--- src/rtl/replay_ctrl_pkg.sv ---
// Shared types, default parameters and width helpers for the replay scheduler.
package replay_ctrl_pkg;

  typedef enum logic [1:0] {
    IDLE  = 2'd0,
    WAIT4 = 2'd1,
    WAIT8 = 2'd2
  } state_t;

  localparam int N_DEF        = 10;
  localparam int NREQ_DEF     = 4;
  localparam int S4_DRAIN_DEF = 5;
  localparam int S8_DRAIN_DEF = 9;
  localparam int MAX_RPL_DEF  = 4;
  localparam int THR_CYC_DEF  = 16;
  localparam int RPL_W        = 3;

  function automatic int cnt_w(input int a, input int b);
    int m;
    m = (a > b) ? a : b;
    return (m > 1) ? $clog2(m) : 1;
  endfunction

  localparam int DRAIN_W = cnt_w(S4_DRAIN_DEF, S8_DRAIN_DEF);
  localparam int THR_W   = cnt_w(THR_CYC_DEF, THR_CYC_DEF);

endpackage

--- src/rtl/replay_ctrl_rr_arb.sv ---
// Round-robin arbiter: combinational one-hot grant, pointer advances past the winner when enabled.
module rr_arb #(
  parameter int NREQ = 4
) (
  input  logic            clk,
  input  logic            rst_n,
  input  logic [NREQ-1:0] req_i,
  input  logic            en_i,
  output logic [NREQ-1:0] gnt_o
);

  localparam int PTR_W = (NREQ > 1) ? $clog2(NREQ) : 1;

  logic [PTR_W-1:0] ptr_q;
  logic [PTR_W-1:0] ptr_d;
  logic [PTR_W-1:0] idx;
  logic             found;

  always_comb begin
    gnt_o = '0;
    ptr_d = ptr_q;
    idx   = '0;
    found = 1'b0;
    for (int k = 0; k < NREQ; k++) begin
      idx = PTR_W'((int'(ptr_q) + k) % NREQ);
      if (!found && req_i[idx]) begin
        gnt_o[idx] = 1'b1;
        ptr_d      = PTR_W'((int'(idx) + 1) % NREQ);
        found      = 1'b1;
      end
    end
  end

  always_ff @(posedge clk or negedge rst_n) begin
    if (!rst_n) begin
      ptr_q <= '0;
    end else if (en_i && found) begin
      ptr_q <= ptr_d;
    end
  end

endmodule

--- src/rtl/replay_ctrl.sv ---
// Replay scheduler: arbitrates S4/S8 replay causes, enforces drain blackouts and
// throttles issue when replays repeat without a commit.
module replay_ctrl
  import replay_ctrl_pkg::*;
#(
  parameter int N        = N_DEF,
  parameter int NREQ     = NREQ_DEF,
  parameter int S4_DRAIN = S4_DRAIN_DEF,
  parameter int S8_DRAIN = S8_DRAIN_DEF,
  parameter int MAX_RPL  = MAX_RPL_DEF,
  parameter int THR_CYC  = THR_CYC_DEF
) (
  input  logic             clk,
  input  logic             rst_n,
  input  logic [NREQ-1:0]  s4_req,
  input  logic [NREQ-1:0]  s8_req,
  input  logic             vld_s4,
  input  logic             vld_s8,
  input  logic             commit,
  output logic [NREQ-1:0]  s4_gnt,
  output logic [NREQ-1:0]  s8_gnt,
  output logic             replay_s4_req,
  output logic             replay_s8_req,
  output logic [N-1:0]     stall_req,
  output logic             throttle,
  output logic [RPL_W-1:0] rpl_cnt
);

  localparam int DW = (cnt_w(S4_DRAIN, S8_DRAIN) > DRAIN_W) ? cnt_w(S4_DRAIN, S8_DRAIN) : DRAIN_W;
  localparam int TW = (cnt_w(THR_CYC, THR_CYC) > THR_W) ? cnt_w(THR_CYC, THR_CYC) : THR_W;

  state_t           state_q;
  logic [DW-1:0]    drain_q;
  logic [TW-1:0]    thr_q;
  logic [NREQ-1:0]  s4_gnt_q, s8_gnt_q;
  logic             rep4_q, rep8_q, throttle_q;
  logic [RPL_W-1:0] rpl_q, rpl_d;

  logic [NREQ-1:0]  arb4_gnt, arb8_gnt;
  logic             s4_fire, s8_fire, any_fire, thr_start;

  // S8 wins outright; S4 is only considered from IDLE.
  always_comb begin
    s8_fire   = vld_s8 && (|s8_req) && (state_q != WAIT8);
    s4_fire   = vld_s4 && (|s4_req) && (state_q == IDLE) && !s8_fire;
    any_fire  = s8_fire || s4_fire;
    rpl_d     = rpl_q;
    if (commit) begin
      rpl_d = any_fire ? RPL_W'(1) : '0;
    end else if (any_fire && (rpl_q != '1)) begin
      rpl_d = rpl_q + RPL_W'(1);
    end
    thr_start = any_fire && !throttle_q && (rpl_d == RPL_W'(MAX_RPL));
  end

  rr_arb #(.NREQ(NREQ)) u_arb_s4 (
    .clk   (clk),
    .rst_n (rst_n),
    .req_i (s4_req),
    .en_i  (s4_fire),
    .gnt_o (arb4_gnt)
  );

  rr_arb #(.NREQ(NREQ)) u_arb_s8 (
    .clk   (clk),
    .rst_n (rst_n),
    .req_i (s8_req),
    .en_i  (s8_fire),
    .gnt_o (arb8_gnt)
  );

  always_ff @(posedge clk or negedge rst_n) begin
    if (!rst_n) begin
      state_q    <= IDLE;
      drain_q    <= '0;
      thr_q      <= '0;
      s4_gnt_q   <= '0;
      s8_gnt_q   <= '0;
      rep4_q     <= 1'b0;
      rep8_q     <= 1'b0;
      throttle_q <= 1'b0;
      rpl_q      <= '0;
    end else begin
      s4_gnt_q <= s4_fire ? arb4_gnt : '0;
      s8_gnt_q <= s8_fire ? arb8_gnt : '0;
      rep4_q   <= s4_fire;
      rep8_q   <= s8_fire;
      rpl_q    <= rpl_d;

      if (thr_start) begin
        throttle_q <= 1'b1;
        thr_q      <= TW'(THR_CYC - 1);
      end else if (throttle_q) begin
        if (thr_q == '0) throttle_q <= 1'b0;
        else             thr_q      <= thr_q - TW'(1);
      end

      // The state reads IDLE in the same cycle drain_cnt reaches 0, so a DRAIN of D
      // spaces consecutive grants exactly D cycles apart.
      case (state_q)
        IDLE: begin
          if (s8_fire) begin
            state_q <= WAIT8;
            drain_q <= DW'(S8_DRAIN - 1);
          end else if (s4_fire) begin
            state_q <= WAIT4;
            drain_q <= DW'(S4_DRAIN - 1);
          end
        end
        WAIT4: begin
          if (s8_fire) begin
            state_q <= WAIT8;
            drain_q <= DW'(S8_DRAIN - 1);
          end else if (drain_q <= DW'(1)) begin
            state_q <= IDLE;
            drain_q <= '0;
          end else begin
            drain_q <= drain_q - DW'(1);
          end
        end
        WAIT8: begin
          if (drain_q <= DW'(1)) begin
            state_q <= IDLE;
            drain_q <= '0;
          end else begin
            drain_q <= drain_q - DW'(1);
          end
        end
        default: begin
          state_q <= IDLE;
          drain_q <= '0;
        end
      endcase
    end
  end

  assign s4_gnt        = s4_gnt_q;
  assign s8_gnt        = s8_gnt_q;
  assign replay_s4_req = rep4_q;
  assign replay_s8_req = rep8_q;
  assign throttle      = throttle_q;
  assign rpl_cnt       = rpl_q;
  assign stall_req     = {{(N-1){1'b0}}, throttle_q};

endmodule
--- config.mk ---
export PLATFORM = sky130hd
export DESIGN_NAME = replay_ctrl
export DESIGN_NICKNAME = d
export VERILOG_FILES = /design/src/rtl/replay_ctrl_pkg.sv /design/src/rtl/replay_ctrl_rr_arb.sv /design/src/rtl/replay_ctrl.sv
export SDC_FILE = /design/constraint.sdc
export NUM_CORES = 1
export LEC_CHECK = 0
export ABC_CLOCK_PERIOD_IN_PS = 3730
export CAP_MARGIN = 20
export CORE_MARGIN = 2
export CORE_UTILIZATION = 55
export CTS_BUF_LIST = sky130_fd_sc_hd__clkbuf_16
export DETAILED_ROUTE_END_ITERATION = 10
export PLACE_DENSITY = 0.79
export SLEW_MARGIN = 5
export SYNTH_ARGS = -nofsm -noshare
export SYNTH_HDL_FRONTEND = slang
export SYNTH_SLANG_ARGS = --single-unit
--- constraint.sdc ---
create_clock -name clk -period 3.73 [get_ports clk]
set_input_delay 0.5595 -clock clk [delete_from_list [all_inputs] [get_ports clk]]
set_output_delay 0.5595 -clock clk [all_outputs]
set_load 0.01 [all_outputs]
==> results of run 1 <==
kinds of logic (layout without fill, tap and decap cells):
logic type / Yosys count / after routing / synth area share (%)
AOI/OAI and AO/OA: 57 / 57 / 19.9
xor gates and xnor gates: 5 / 5 / 1.98
adders and majority gates: 19 / 19 / 10.8
buffers and inverters: 30 / 44 / 8.33
DFF: 28 / 28 / 31.7
muxes: 15 / 15 / 8.67
other: 1 / 9 / 0.170
and+or+nand+nor: 72 / 72 / 18.5
layout by cell type, fill, tap and decap left out, drive strengths merged, types with 4 or more instances in the layout:
cell type,n
dfrtp,28
clkdlybuf4s50,27
nand2,19
ha,19
nor2,13
a21oi,13
inv,12
mux2i,12
o21ai,11
conb,9
nand2b,5
nor3,5
a221oi,5
a221o,4
a32o,4
nor3b,4
xnor2,4
area by class of cell:
class | instances | area (µm²) | share of cell area, %
timing repair buffer | 28 | 278 | 11.0
clock buffer | 3 | 75.1 | 2.98
multi-input combinational | 177 | 1350 | 53.8
inverter | 12 | 45.0 | 1.79
sequential | 28 | 701 | 27.8
tap | 50 | 62.6 | 2.48
clock inverter | 1 | 3.75 | 0.149
sequential cells by signal, indices dropped and copies added (netlist names):
name and cells:
replay_s8_req 1, state_q 2, drain_q 4, thr_q 4, s4_gnt 4, s8_gnt 4, replay_s4_req 1, throttle 1
u_arb_s4.ptr_q 2, rpl_cnt 3, u_arb_s8.ptr_q 2
per-stage QoR:
| stage | power [mW] | instance area [µm²] | setup slack (ns) |
|---|---|---|---|
| after floorplan | 1.40 | 2240 | 1.59 |
| after global routing | 2.06 | 2520 | 0.997 |
| after CTS | 1.90 | 2520 | 1.17 |
| after detailed placement | 1.65 | 2440 | 1.11 |
| final | 1.90 | 2520 | 1.15 |
| after global placement | 1.62 | 2440 | 1.18 |
critical path: stages, from the launching register on:
cell and delay [ns]:
sky130_fd_sc_hd__dfrtp_1 0.73, sky130_fd_sc_hd__inv_1 0.24, sky130_fd_sc_hd__ha_1 0.47, sky130_fd_sc_hd__mux2i_1 0.41, sky130_fd_sc_hd__nor2b_1 0.19, sky130_fd_sc_hd__a221oi_1 0.31
sky130_fd_sc_hd__a21oi_1 0.11
path summary, 6_finish.rpt:
check / endpoint / depth (start not counted) / start / slack (ns)
worst max-delay path: s4_gnt[1] / 6 / u_arb_s4.ptr_q[0] / 1.15
worst min-delay path: thr_q[1] / 2 / thr_q[1] / 0.55
worst max register to register: s4_gnt[1] / 6 / u_arb_s4.ptr_q[0] / 1.15
worst min register to register: thr_q[1] / 2 / thr_q[1] / 0.55
max in group asynchronous: rpl_cnt[1] / 2 / rst_n / 2.79
min in group asynchronous: s8_gnt[0] / 2 / rst_n / 0.68
report_power, final:
group | leakage (nW) | switching, mW | total (mW) | internal (mW)
clock network | 0.0385 | 0.0975 | 0.241 | 0.144
registers | 0.364 | 0.172 | 0.585 | 0.413
logic | 0.731 | 0.551 | 1.07 | 0.522
layer usage:
metal	GRT usage, %	vias up	share of wire [%]	wire [µm]
met5	0	-	0	0
met1	25.2	868	45	1900
met2	36.6	38	52	2200
met4	4.59	0	0.21	9
met3	2.83	2	2.5	105
li1	-	872	-	-
==> results_tabular.tex, run 1 <==
\begin{tabular}{lr}
\hline
Metric & Value \\
\hline
\multicolumn{2}{l}{\textbf{Routing}} \\
\quad DRC & 0 \\
\quad WL final & 4.22 mm \\
\quad Number of vias after detailed routing & 1,780 \\
\quad First-pass detailed-route iteration total & 4 \\
\quad Number of nets with antenna violations after routing & 0 \\
\quad Detail-routed via count per cell & 5.95 \\
\quad Number of DRC markers in iteration 0 & 138 \\
\quad Wire length per cell & 14.1 µm \\
\multicolumn{2}{l}{\textbf{Setup path}} \\
\quad Critical path launch point type & flop \\
\quad Critical path data arrival time & 2.72 ns \\
\quad Critical path class & flop to flop \\
\quad Element type at the critical path end & flop \\
\quad Required time worst endpoint & 3.87 ns \\
\quad Maximum fanout along the worst path & 15 \\
\multicolumn{2}{l}{\textbf{Logic synthesis}} \\
\quad Dominant cell type by area after synthesis & sky130\_fd\_sc\_hd\_\_dfrtp\_1 \\
\quad Post-synth EDFFs & 0 \\
\quad Synthesized area divided by synthesized cell count & 9.73 µm² \\
\quad Area of the mapped netlist & 2210 µm² \\
\quad Async S/R FF share, synth & 100\% \\
\quad Synth Instances & 227 \\
\quad Yosys warns & 0 \\
\quad Most common cell in the netlist & sky130\_fd\_sc\_hd\_\_dfrtp\_1 \\
\quad Top post-synthesis cells by count & 28 x sky130\_fd\_sc\_hd\_\_dfrtp\_1, 19 x sky130\_fd\_sc\_hd\_\_ha\_1, 19 x sky130\_fd\_sc\_hd\_\_nand2\_1, 13 x sky130\_fd\_sc\_hd\_\_nor2\_1 \\
\quad Cells taking the most area after synthesis & sky130\_fd\_sc\_hd\_\_dfrtp\_1 32\%, sky130\_fd\_sc\_hd\_\_ha\_1 11\%, sky130\_fd\_sc\_hd\_\_mux2i\_1 5.0\% \\
\quad Yosys reg bits & 28 \\
\quad Area share of the largest cell type after synthesis & 31.7\% \\
\quad Synth unique cells & 56 \\
\quad Dominant synthesized flop cell & sky130\_fd\_sc\_hd\_\_dfrtp\_1 \\
\quad Seq/Total Area, Yosys & 31.7\% \\
\multicolumn{2}{l}{\textbf{Timing}} \\
\quad Hold Slack & 0.545 ns \\
\quad Final TNS setup & 0 ns \\
\quad Max-slew headroom & 56.2\% \\
\quad FMAX & 388 MHz \\
\quad Clock tree skew after final layout & 0.00337 ns \\
\quad RSZ-0062 raised after global routing & false \\
\quad Number of setup violations in the final report & 0 \\
\quad Worst Max-Slew Pin Slew & 0.651 ns \\
\quad Final Critical Period & 2.58 ns \\
\quad Period utilisation layout & 69.1\% \\
\quad Final Hold Viols & 0 \\
\quad Final Max Tran Viols & 0 \\
\multicolumn{2}{l}{\textbf{Floorplan}} \\
\quad Area of the placeable core & 3940 µm² \\
\quad Initial core utilization & 56.0\% \\
\quad Floorplan die area & 4540 µm² \\
\quad Row count & 23 \\
\quad Top-Level Pins & 37 \\
\quad Die outline height & 67.4 µm \\
\quad Die width & 67.4 µm \\
\multicolumn{2}{l}{\textbf{CTS}} \\
\quad CTS tree & built \\
\quad Max Root-Sink Buffers & 2 \\
\quad Post-CTS Repair Setup Buffers & 0 \\
\quad Post-cts hold buffer count & 0 \\
\quad Buffer type at the clock tree root & sky130\_fd\_sc\_hd\_\_clkbuf\_16 \\
\quad Clock insertion delay at the later pin of the skew report & 0.26 ns \\
\quad H-tree depth & 1 \\
\quad Post-cts repair resize count & 0 \\
\quad Sink Count & 28 \\
\quad Clock-pin slew on the worst setup and hold paths & 0.07 ns \\
\quad Number of buffers inserted during clock tree synthesis & 3 \\
\multicolumn{2}{l}{\textbf{Power}} \\
\quad Static Leak & 1.13 nW \\
\quad Power Density & 754 nW/µm² \\
\quad Worst IR Drop VDD & 0.492 mV \\
\multicolumn{2}{l}{\textbf{GRT}} \\
\quad First-pass GRT wire length & 7.14 mm \\
\quad Antenna violations before repair & 0 \\
\quad Number of global-route vias before repair & 1,650 \\
\quad Pin count of the biggest net entering global routing & 29 \\
\quad Tot GR Track Use & 20.1\% \\
\quad GRT Residual Overflow & 0 \\
\multicolumn{2}{l}{\textbf{Min path}} \\
\quad Type of the worst min-delay path & flop to flop \\
\multicolumn{2}{l}{\textbf{Cells and area}} \\
\quad Non-filler cells in the finished layout & 299 \\
\quad Post-route core utilization & 63.9\% \\
\quad Ratio of cells with drive above 1 in the final layout & 8.03\% \\
\quad Area added between synthesis and finish & 14.1\% \\
\quad Antenna cells & 0 \\
\quad Final-layout fill cell count & 324 \\
\quad Final-stage net count & 282 \\
\multicolumn{2}{l}{\textbf{Placed design}} \\
\quad Input/output buffers & 27 \\
\quad Number of cells in the design after placement & 295 \\
\quad Routability Congestion & 0.872 \\
\quad Estimated wirelength of the detail-placed design & 3.07 mm \\
\multicolumn{2}{l}{\textbf{Run status}} \\
\quad Outcome & finished, final reports clean \\
\multicolumn{2}{l}{\textbf{Flow run}} \\
\quad Max-cap viol count & 0 \\
\hline
\end{tabular}
(Power assumes the default switching activity.)
==> inputs of run 2 (changes only) <==
--- a/config.mk
+++ b/config.mk
@@ -5,13 +5,13 @@
 export SDC_FILE = /design/constraint.sdc
 export NUM_CORES = 1
 export LEC_CHECK = 0
-export ABC_CLOCK_PERIOD_IN_PS = 3730
+export ABC_CLOCK_PERIOD_IN_PS = 2650
 export CAP_MARGIN = 20
 export CORE_MARGIN = 2
-export CORE_UTILIZATION = 55
+export CORE_UTILIZATION = 54
 export CTS_BUF_LIST = sky130_fd_sc_hd__clkbuf_16
 export DETAILED_ROUTE_END_ITERATION = 10
-export PLACE_DENSITY = 0.79
+export PLACE_DENSITY = 0.78
 export SLEW_MARGIN = 5
 export SYNTH_ARGS = -nofsm -noshare
 export SYNTH_HDL_FRONTEND = slang
==> constraint.sdc (replaced) <==
create_clock -name clk -period 2.65 [get_ports clk]
set_input_delay 0.3975 -clock clk [delete_from_list [all_inputs] [get_ports clk]]
set_output_delay 0.3975 -clock clk [all_outputs]
set_load 0.01 [all_outputs]
==> run 2 against run 1 <==
Net effect: via count down 0.90%; combinational power up 52%; clock skew increased by 0.0013 ns; sequential share of layout area shrank 0.84 points; core utilization up 1.5 points; fmax increased by 11%; critical endpoint is now s8_gnt[3]; highest routed layer unchanged.
==> results_tabular.tex, run 2 (same netlist as run 1, synthesis figures left out) <==
\begin{tabular}{lr}
\hline
Metric & Value \\
\hline
\multicolumn{2}{l}{\textbf{Setup path}} \\
\quad Required time worst endpoint & 2.80 ns (-1.07 ns) \\
\quad Critical path launch point type & flop \\
\quad Element type at the critical path end & flop \\
\quad Critical path class & flop to flop \\
\quad Critical path data arrival time & 2.47 ns (-0.25 ns) \\
\quad Maximum fanout along the worst path & 7 (-8) \\
\multicolumn{2}{l}{\textbf{Timing}} \\
\quad Final Critical Period & 2.32 ns (-0.257 ns) \\
\quad Final TNS setup & 0 ns (unchanged) \\
\quad Final Hold Viols & 0 (unchanged) \\
\quad Period utilisation layout & 87.6\% (+18 points) \\
\quad Worst Max-Slew Pin Slew & 0.602 ns (-0.0491 ns) \\
\quad Number of setup violations in the final report & 0 (unchanged) \\
\quad Max-slew headroom & 59.5\% (+3.3 points) \\
\quad FMAX & 431 MHz (+11\%) \\
\quad Clock tree skew after final layout & 0.00471 ns (+0.00134 ns) \\
\quad Final Max Tran Viols & 0 (unchanged) \\
\quad Worst-case setup margin in the final layout & 0.328 ns (-0.823 ns) \\
\quad RSZ-0062 raised after global routing & false \\
\multicolumn{2}{l}{\textbf{Routing}} \\
\quad Number of vias after detailed routing & 1,764 (-0.90\%) \\
\quad Detail-routed via count per cell & 5.76 (-3.2\%) \\
\quad Number of DRC markers in iteration 0 & 122 (-12\%) \\
\quad WL final & 4.20 mm (-0.28\%) \\
\quad Wire length per cell & 13.7 µm (-2.6\%) \\
\quad Number of nets with antenna violations after routing & 0 (unchanged) \\
\quad DRC & 0 (unchanged) \\
\quad First-pass detailed-route iteration total & 4 (unchanged) \\
\multicolumn{2}{l}{\textbf{Power}} \\
\quad Worst IR Drop VDD & 0.609 mV (+24\%) \\
\quad Static Leak & 1.18 nW (+4.1\%) \\
\quad Power Density & 1080 nW/µm² (+43\%) \\
\quad Power consumption & 2.81 mW (+48\%) \\
\multicolumn{2}{l}{\textbf{GRT}} \\
\quad Number of global-route vias before repair & 1,594 (-3.4\%) \\
\quad First-pass GRT wire length & 7.12 mm (-0.29\%) \\
\quad Pin count of the biggest net entering global routing & 29 (unchanged) \\
\quad Tot GR Track Use & 19.6\% (-0.56 points) \\
\quad GRT Residual Overflow & 0 (unchanged) \\
\quad Antenna violations before repair & 0 (unchanged) \\
\multicolumn{2}{l}{\textbf{CTS}} \\
\quad CTS tree & built \\
\quad Sink Count & 28 (unchanged) \\
\quad Clock insertion delay at the later pin of the skew report & 0.26 ns (about the same) \\
\quad Clock-pin slew on the worst setup and hold paths & 0.07 ns (about the same) \\
\quad Post-cts repair resize count & 0 (unchanged) \\
\quad Post-CTS Repair Setup Buffers & 0 (unchanged) \\
\quad Post-cts hold buffer count & 0 (unchanged) \\
\quad Max Root-Sink Buffers & 2 (unchanged) \\
\quad Number of buffers inserted during clock tree synthesis & 3 (unchanged) \\
\quad Buffer type at the clock tree root & sky130\_fd\_sc\_hd\_\_clkbuf\_16 \\
\quad H-tree depth & 1 (unchanged) \\
\multicolumn{2}{l}{\textbf{Flow run}} \\
\quad Max-cap viol count & 0 (unchanged) \\
\multicolumn{2}{l}{\textbf{Cells and area}} \\
\quad Area used by multi-input combinational logic & 1350 µm² (unchanged) \\
\quad Leading cell type in the layout, fill and taps excluded & sky130\_fd\_sc\_hd\_\_dfrtp\_1 \\
\quad Final-layout fill cell count & 339 (+4.6\%) \\
\quad Commonest non-fill, non-tap cells in the layout & 28 x sky130\_fd\_sc\_hd\_\_dfrtp\_1, 27 x sky130\_fd\_sc\_hd\_\_clkdlybuf4s50\_1, 19 x sky130\_fd\_sc\_hd\_\_nand2\_1, 19 x sky130\_fd\_sc\_hd\_\_ha\_1, 13 x sky130\_fd\_sc\_hd\_\_nor2\_1 \\
\quad Ratio of cells with drive above 1 in the final layout & 10.9\% (+2.9 points) \\
\quad Final-stage net count & 289 (+2.5\%) \\
\quad Antenna cells & 0 (unchanged) \\
\quad Storage element area & 701 µm² (unchanged) \\
\quad Area added between synthesis and finish & 17.6\% \\
\multicolumn{2}{l}{\textbf{Floorplan}} \\
\quad Row count & 23 (unchanged) \\
\quad Top-Level Pins & 37 (unchanged) \\
\quad Die width & 68.0 µm (+0.87\%) \\
\quad Floorplan die area & 4620 µm² (+1.7\%) \\
\quad Initial core utilization & 55.6\% (-0.41 points) \\
\quad Area of the placeable core & 3970 µm² (+0.73\%) \\
\quad Die outline height & 68.0 µm (+0.87\%) \\
\multicolumn{2}{l}{\textbf{Placed design}} \\
\quad Estimated wirelength of the detail-placed design & 3.16 mm (+3.0\%) \\
\quad Routability Congestion & 0.926 (+6.3\%) \\
\quad Setup Slack @ Placement & 0.236 ns (-0.879 ns) \\
\quad Input/output buffers & 27 (unchanged) \\
\multicolumn{2}{l}{\textbf{Min path}} \\
\quad Type of the worst min-delay path & primary input to async pin \\
\multicolumn{2}{l}{\textbf{Run status}} \\
\quad Outcome & finished, final reports clean \\
\hline
\end{tabular}
==> run 2: changes by cell type in the layout (fill, tap and decap cells not counted) <==
cell and change:
sky130_fd_sc_hd__bufinv_16 +1, sky130_fd_sc_hd__clkinv_1 -1, sky130_fd_sc_hd__buf_4 +7
==> run 2: stage by stage <==
step	hold WS, ns	instances	instance area (µm²)	utilization [%]
after floorplan	0.102	235	2240	-
after global placement	0.514	302	2490	62.8
after detailed placement	0.519	302	2490	62.8
after CTS	0.532	306	2600	65.4
after global routing	0.557	306	2600	65.4
final	0.517	306	2600	65.4
==> run 2: report_power, final <==
part	switching [mW]	internal, mW
Combinational	0.867	0.768
Sequential	0.145	0.583
Clock	0.144	0.301
==> run 2: final timing paths <==
check                             startpoint                end  slack [ns]  cells past startpoint
setup / recovery           u_arb_s8.ptr_q[1]          s8_gnt[3]        0.33                      7
hold / removal                         rst_n          s8_gnt[1]        0.52                      2
setup reg to reg           u_arb_s8.ptr_q[1]          s8_gnt[3]        0.33                      7
hold reg to reg                     thr_q[1]           thr_q[1]        0.53                      2
max in group asynchronous              rst_n  u_arb_s8.ptr_q[1]        1.88                      2
min in group clk                    thr_q[1]           thr_q[1]        0.53                      2
==> run 2: layer usage <==
metal,vias to the layer above,global-route usage [%],part of all wire (%)
li1,883,-,-
met3,6,2.96,3.1
met1,835,25.1,45
met4,0,4.75,1.1
met5,-,0,0
met2,40,34.5,51
==> run 2: area by class of cell <==
type	count	share of cell area, %
inverters	12	1.73
well taps	50	2.41
clock inverters	1	1.16
clock buffers	3	2.89
flip-flops and latches	28	27.0
repair buffers	35	12.7
multi-input cells	177	52.1
==> run 2: worst max-delay path: stages (launching register included) <==
cell and delay, ns:
sky130_fd_sc_hd__dfrtp_1 0.47, sky130_fd_sc_hd__inv_1 0.13, sky130_fd_sc_hd__ha_1 0.30, sky130_fd_sc_hd__inv_1 0.16
sky130_fd_sc_hd__mux2i_2 0.47, sky130_fd_sc_hd__nor2b_4 0.10, sky130_fd_sc_hd__a221o_1 0.32, sky130_fd_sc_hd__a32o_1 0.25
==> inputs of run 3 (changes only) <==
--- a/config.mk
+++ b/config.mk
@@ -12,7 +12,9 @@
 export CTS_BUF_LIST = sky130_fd_sc_hd__clkbuf_16
 export DETAILED_ROUTE_END_ITERATION = 10
 export PLACE_DENSITY = 0.78
+export SETUP_SLACK_MARGIN = 0.2
 export SLEW_MARGIN = 5
 export SYNTH_ARGS = -nofsm -noshare
 export SYNTH_HDL_FRONTEND = slang
+export SYNTH_HIERARCHICAL = 1
 export SYNTH_SLANG_ARGS = --single-unit
==> run 3 against run 2 <==
Net effect: worst setup slack better by 0.00086 ns; sequential cell count unchanged; clock-buffer cell count unchanged; global-route usage increased by 1.8 points; synthesized area increased by 1.9%; synthesized cell count increased by 2.6%; wire length is 7.4% higher; non-clock buffer count grew 3; critical endpoint is now u_arb_s4/ptr_q[1]; largest power group unchanged.
==> results_tabular.tex, run 3 <==
\begin{tabular}{lr}
\hline
Metric & Value \\
\hline
\multicolumn{2}{l}{\textbf{Run status}} \\
\quad Outcome & finished, final reports clean \\
\multicolumn{2}{l}{\textbf{GRT}} \\
\quad Tot GR Track Use & 21.3\% (+1.8 points) \\
\quad Antenna violations before repair & 0 (unchanged) \\
\quad Number of global-route vias before repair & 1,732 (+8.7\%) \\
\quad Pin count of the biggest net entering global routing & 29 (unchanged) \\
\quad First-pass GRT wire length & 7.71 mm (+8.3\%) \\
\quad GRT Residual Overflow & 0 (unchanged) \\
\multicolumn{2}{l}{\textbf{CTS}} \\
\quad Max Root-Sink Buffers & 2 (unchanged) \\
\quad Post-cts repair resize count & 0 (unchanged) \\
\quad Post-cts hold buffer count & 0 (unchanged) \\
\quad Number of buffers inserted during clock tree synthesis & 3 (unchanged) \\
\quad Post-CTS Repair Setup Buffers & 0 (unchanged) \\
\quad Sink Count & 28 (unchanged) \\
\quad Clock insertion delay at the later pin of the skew report & 0.27 ns (about the same) \\
\quad H-tree depth & 1 (unchanged) \\
\quad Clock-pin slew on the worst setup and hold paths & 0.07 ns (about the same) \\
\quad Buffer type at the clock tree root & sky130\_fd\_sc\_hd\_\_clkbuf\_16 \\
\quad CTS tree & built \\
\multicolumn{2}{l}{\textbf{Cells and area}} \\
\quad Final-layout fill cell count & 349 (+2.9\%) \\
\quad Storage element area & 701 µm² (unchanged) \\
\quad Non-Filler Cell Area, Final & 2690 µm² (+3.7\%) \\
\quad Ratio of cells with drive above 1 in the final layout & 16.5\% (+5.6 points) \\
\quad Commonest non-fill, non-tap cells in the layout & 28 x sky130\_fd\_sc\_hd\_\_dfrtp\_1, 27 x sky130\_fd\_sc\_hd\_\_clkdlybuf4s50\_1, 17 x sky130\_fd\_sc\_hd\_\_nor2\_1, 16 x sky130\_fd\_sc\_hd\_\_ha\_1 \\
\quad Antenna cells & 0 (unchanged) \\
\quad Final-stage net count & 296 (+2.4\%) \\
\quad Area added between synthesis and finish & 19.7\% \\
\quad Leading cell type in the layout, fill and taps excluded & sky130\_fd\_sc\_hd\_\_dfrtp\_1 \\
\quad Post-route core utilization & 67.3\% (+1.9 points) \\
\quad Area used by multi-input combinational logic & 1420 µm² (+5.2\%) \\
\multicolumn{2}{l}{\textbf{Placed design}} \\
\quad Routability Congestion & 0.907 (-2.1\%) \\
\quad Setup Slack @ Placement & 0.242 ns (+0.00640 ns) \\
\quad Input/output buffers & 27 (unchanged) \\
\quad Placement Cell Area & 2560 µm² (+2.8\%) \\
\quad Estimated wirelength of the detail-placed design & 3.31 mm (+4.5\%) \\
\multicolumn{2}{l}{\textbf{Setup path}} \\
\quad Required time worst endpoint & 2.83 ns (+0.03 ns) \\
\quad CP max stage cell & sky130\_fd\_sc\_hd\_\_ha\_1 \\
\quad Worst Reg-to-Reg Cells & 7 (unchanged) \\
\quad Critical R2R Capture & u\_arb\_s4/ptr\_q[1] \\
\quad Critical path class & flop to flop \\
\quad R2R Setup Slk & 0.33 ns (about the same) \\
\quad Launching point of the worst reg2reg path & u\_arb\_s4/ptr\_q[0] \\
\quad Maximum fanout along the worst path & 8 (+1) \\
\quad Element type at the critical path end & flop \\
\quad Series of cell instances along the critical path & inv\_1 > ha\_1 > mux2i\_1 > buf\_4 > nor4\_1 > or4\_1 > a41oi\_1 \\
\quad Critical path data arrival time & 2.51 ns (+0.04 ns) \\
\quad Slowest cell delay on critical path & 0.48 ns (about the same) \\
\quad Critical path launch point type & flop \\
\multicolumn{2}{l}{\textbf{Timing}} \\
\quad Worst Max-Slew Pin Slew & 0.663 ns (+0.0609 ns) \\
\quad Number of setup violations in the final report & 0 (unchanged) \\
\quad Max-slew headroom & 55.2\% (-4.3 points) \\
\quad RSZ-0062 raised after global routing & true \\
\quad Worst-case setup margin in the final layout & 0.329 ns (+0.000856 ns) \\
\quad Clock tree skew after final layout & 0.00328 ns (-0.00142 ns) \\
\quad Final Hold Viols & 0 (unchanged) \\
\quad Final TNS setup & 0 ns (unchanged) \\
\quad Final Critical Period & 2.32 ns (-0.000856 ns) \\
\quad Period utilisation layout & 87.6\% (about the same) \\
\quad FMAX & 431 MHz (about the same) \\
\quad Final Max Tran Viols & 0 (unchanged) \\
\multicolumn{2}{l}{\textbf{Floorplan}} \\
\quad Row count & 23 (unchanged) \\
\quad Area of the placeable core & 4000 µm² (+0.72\%) \\
\quad Die width & 68.5 µm (+0.88\%) \\
\quad Top-Level Pins & 37 (unchanged) \\
\quad Initial core utilization & 56.2\% (+0.63 points) \\
\quad Die outline height & 68.5 µm (+0.88\%) \\
\quad Floorplan die area & 4700 µm² (+1.8\%) \\
\multicolumn{2}{l}{\textbf{Logic synthesis}} \\
\quad Synth Instances & 233 (+2.6\%) \\
\quad Synthesized area divided by synthesized cell count & 9.66 µm² (-0.75\%) \\
\quad Dominant synthesized flop cell & sky130\_fd\_sc\_hd\_\_dfrtp\_1 \\
\quad Cells taking the most area after synthesis & sky130\_fd\_sc\_hd\_\_dfrtp\_1 31\%, sky130\_fd\_sc\_hd\_\_ha\_1 8.9\%, sky130\_fd\_sc\_hd\_\_buf\_4 4.7\% \\
\quad Yosys reg bits & 28 (unchanged) \\
\quad Async S/R FF share, synth & 100\% (unchanged) \\
\quad Area share of the largest cell type after synthesis & 31.1\% (-0.58 points) \\
\quad Dominant cell type by area after synthesis & sky130\_fd\_sc\_hd\_\_dfrtp\_1 \\
\quad Yosys warns & 6 (+6) \\
\quad Most common cell in the netlist & sky130\_fd\_sc\_hd\_\_dfrtp\_1 \\
\quad Area of the mapped netlist & 2250 µm² (+1.9\%) \\
\quad Top post-synthesis cells by count & 28 x sky130\_fd\_sc\_hd\_\_dfrtp\_1, 17 x sky130\_fd\_sc\_hd\_\_nor2\_1, 16 x sky130\_fd\_sc\_hd\_\_ha\_1, 14 x sky130\_fd\_sc\_hd\_\_buf\_4 \\
\quad Seq/Total Area, Yosys & 31.1\% (-0.58 points) \\
\quad Synth unique cells & 51 (-8.9\%) \\
\quad Post-synth EDFFs & 0 (unchanged) \\
\multicolumn{2}{l}{\textbf{Routing}} \\
\quad DRC & 0 (unchanged) \\
\quad Wire length per cell & 14.3 µm (+4.0\%) \\
\quad Detail-routed via count per cell & 6.05 (+4.9\%) \\
\quad WL final & 4.51 mm (+7.4\%) \\
\quad Number of DRC markers in iteration 0 & 161 (+32\%) \\
\quad Number of vias after detailed routing & 1,911 (+8.3\%) \\
\quad First-pass detailed-route iteration total & 4 (unchanged) \\
\quad Number of nets with antenna violations after routing & 0 (unchanged) \\
\multicolumn{2}{l}{\textbf{Power}} \\
\quad Power consumption & 3.16 mW (+12\%) \\
\quad Combinational fraction of design power & 63.3\% (+5.1 points) \\
\quad Internal power consumption & 1.81 mW (+9.7\%) \\
\quad Power Density & 1170 nW/µm² (+8.4\%) \\
\quad Net switching share of the total power & 42.6\% (+1.4 points) \\
\quad Static Leak & 1.17 nW (-0.48\%) \\
\quad Worst IR Drop VDD & 0.645 mV (+5.9\%) \\
\quad Net switching power & 1.35 mW (+16\%) \\
\quad Proportion of power drawn by flip-flops and latches & 22.5\% (-3.4 points) \\
\quad Clock share of power & 14.2\% (-1.6 points) \\
\multicolumn{2}{l}{\textbf{Flow run}} \\
\quad Max-cap viol count & 0 (unchanged) \\
\multicolumn{2}{l}{\textbf{Min path}} \\
\quad Type of the worst min-delay path & primary input to async pin \\
\hline
\end{tabular}
-- run 3: cell types whose count changed after synthesis, moves of 5 or more --
cell / change
sky130_fd_sc_hd__a21oi_1: -5
sky130_fd_sc_hd__a221oi_1: +5
sky130_fd_sc_hd__nand2_1: -6
sky130_fd_sc_hd__nor2_2: +6
sky130_fd_sc_hd__o21ai_0: -7
sky130_fd_sc_hd__o2bb2ai_1: +8
-- run 3: worst max-delay path: cells and delay by family (launching register included) --
family	cells	cell delay, ns
multiplexers	1	0.36
flip-flops	1	0.36
adder cells (fa/ha/maj)	1	0.48
AO/OA/AOI/OAI	1	0.21
buffers and inverters	2	0.31
AND/OR/NAND/NOR	2	0.52
-- run 3: kinds of logic after synthesis --
kind of cell | Yosys count | synth area share [%]
XOR/XNOR | 4 | 1.56
buffers and inverters | 30 | 8.06
multiplexers | 19 | 11.3
AO/OA/AOI/OAI | 51 | 17.2
adder cells (fa/ha/maj) | 16 | 8.90
flip-flops | 28 | 31.1
AND/OR/NAND/NOR | 84 | 21.6
other | 1 | 0.167
-- run 3: worst max path at each step --
stage                                 start  slack [ns]  cells past startpoint                end
after CTS                 u_arb_s4/ptr_q[0]        0.23                      8          s4_gnt[0]
after detailed placement          s8_req[2]        0.24                      7          s8_gnt[3]
after floorplan           u_arb_s8/ptr_q[0]        0.34                     10          s8_gnt[2]
after global placement            s8_req[0]        0.31                      7          s8_gnt[2]
after global routing      u_arb_s4/ptr_q[0]        0.14                      8          s4_gnt[0]
final                     u_arb_s4/ptr_q[0]        0.33                      7  u_arb_s4/ptr_q[1]
-- run 3: metrics by stage --
stage	hold slack, ns	std cells
floorplan	0.102	241
global placement	0.512	312
detailed placement	0.520	312
CTS	0.536	316
global route	0.564	316
finish	0.509	316
-- run 3: power by group through the flow --
stage          Clock, mW  Sequential [mW]  Combinational [mW]
2_1_floorplan          0            0.736                1.41
3_3_place_gp           0            0.707                1.86
3_5_place_dp           0            0.714                1.90
4_1_cts            0.454            0.708                1.92
5_1_grt            0.469            0.734                2.21
6_report           0.450            0.710                2.00
-- run 3: area by class of cell --
class,instances,area share (%)
Clock buffer,3,2.79
Clock inverter,1,1.11
Inverter,13,1.81
Multi-Input combinational cell,183,52.9
Sequential cell,28,26.0
Tap cell,50,2.32
Timing Repair Buffer,38,13.1
-- run 3: per-layer routing --
metal / vias to the layer above / wire length (µm) / global-route usage [%]
li1: 920 / - / -
met1: 924 / 2000 / 27.5
met2: 62 / 2230 / 36.8
met3: 5 / 232 / 2.92
met4: 0 / 51 / 6.75
met5: - / 0 / 0
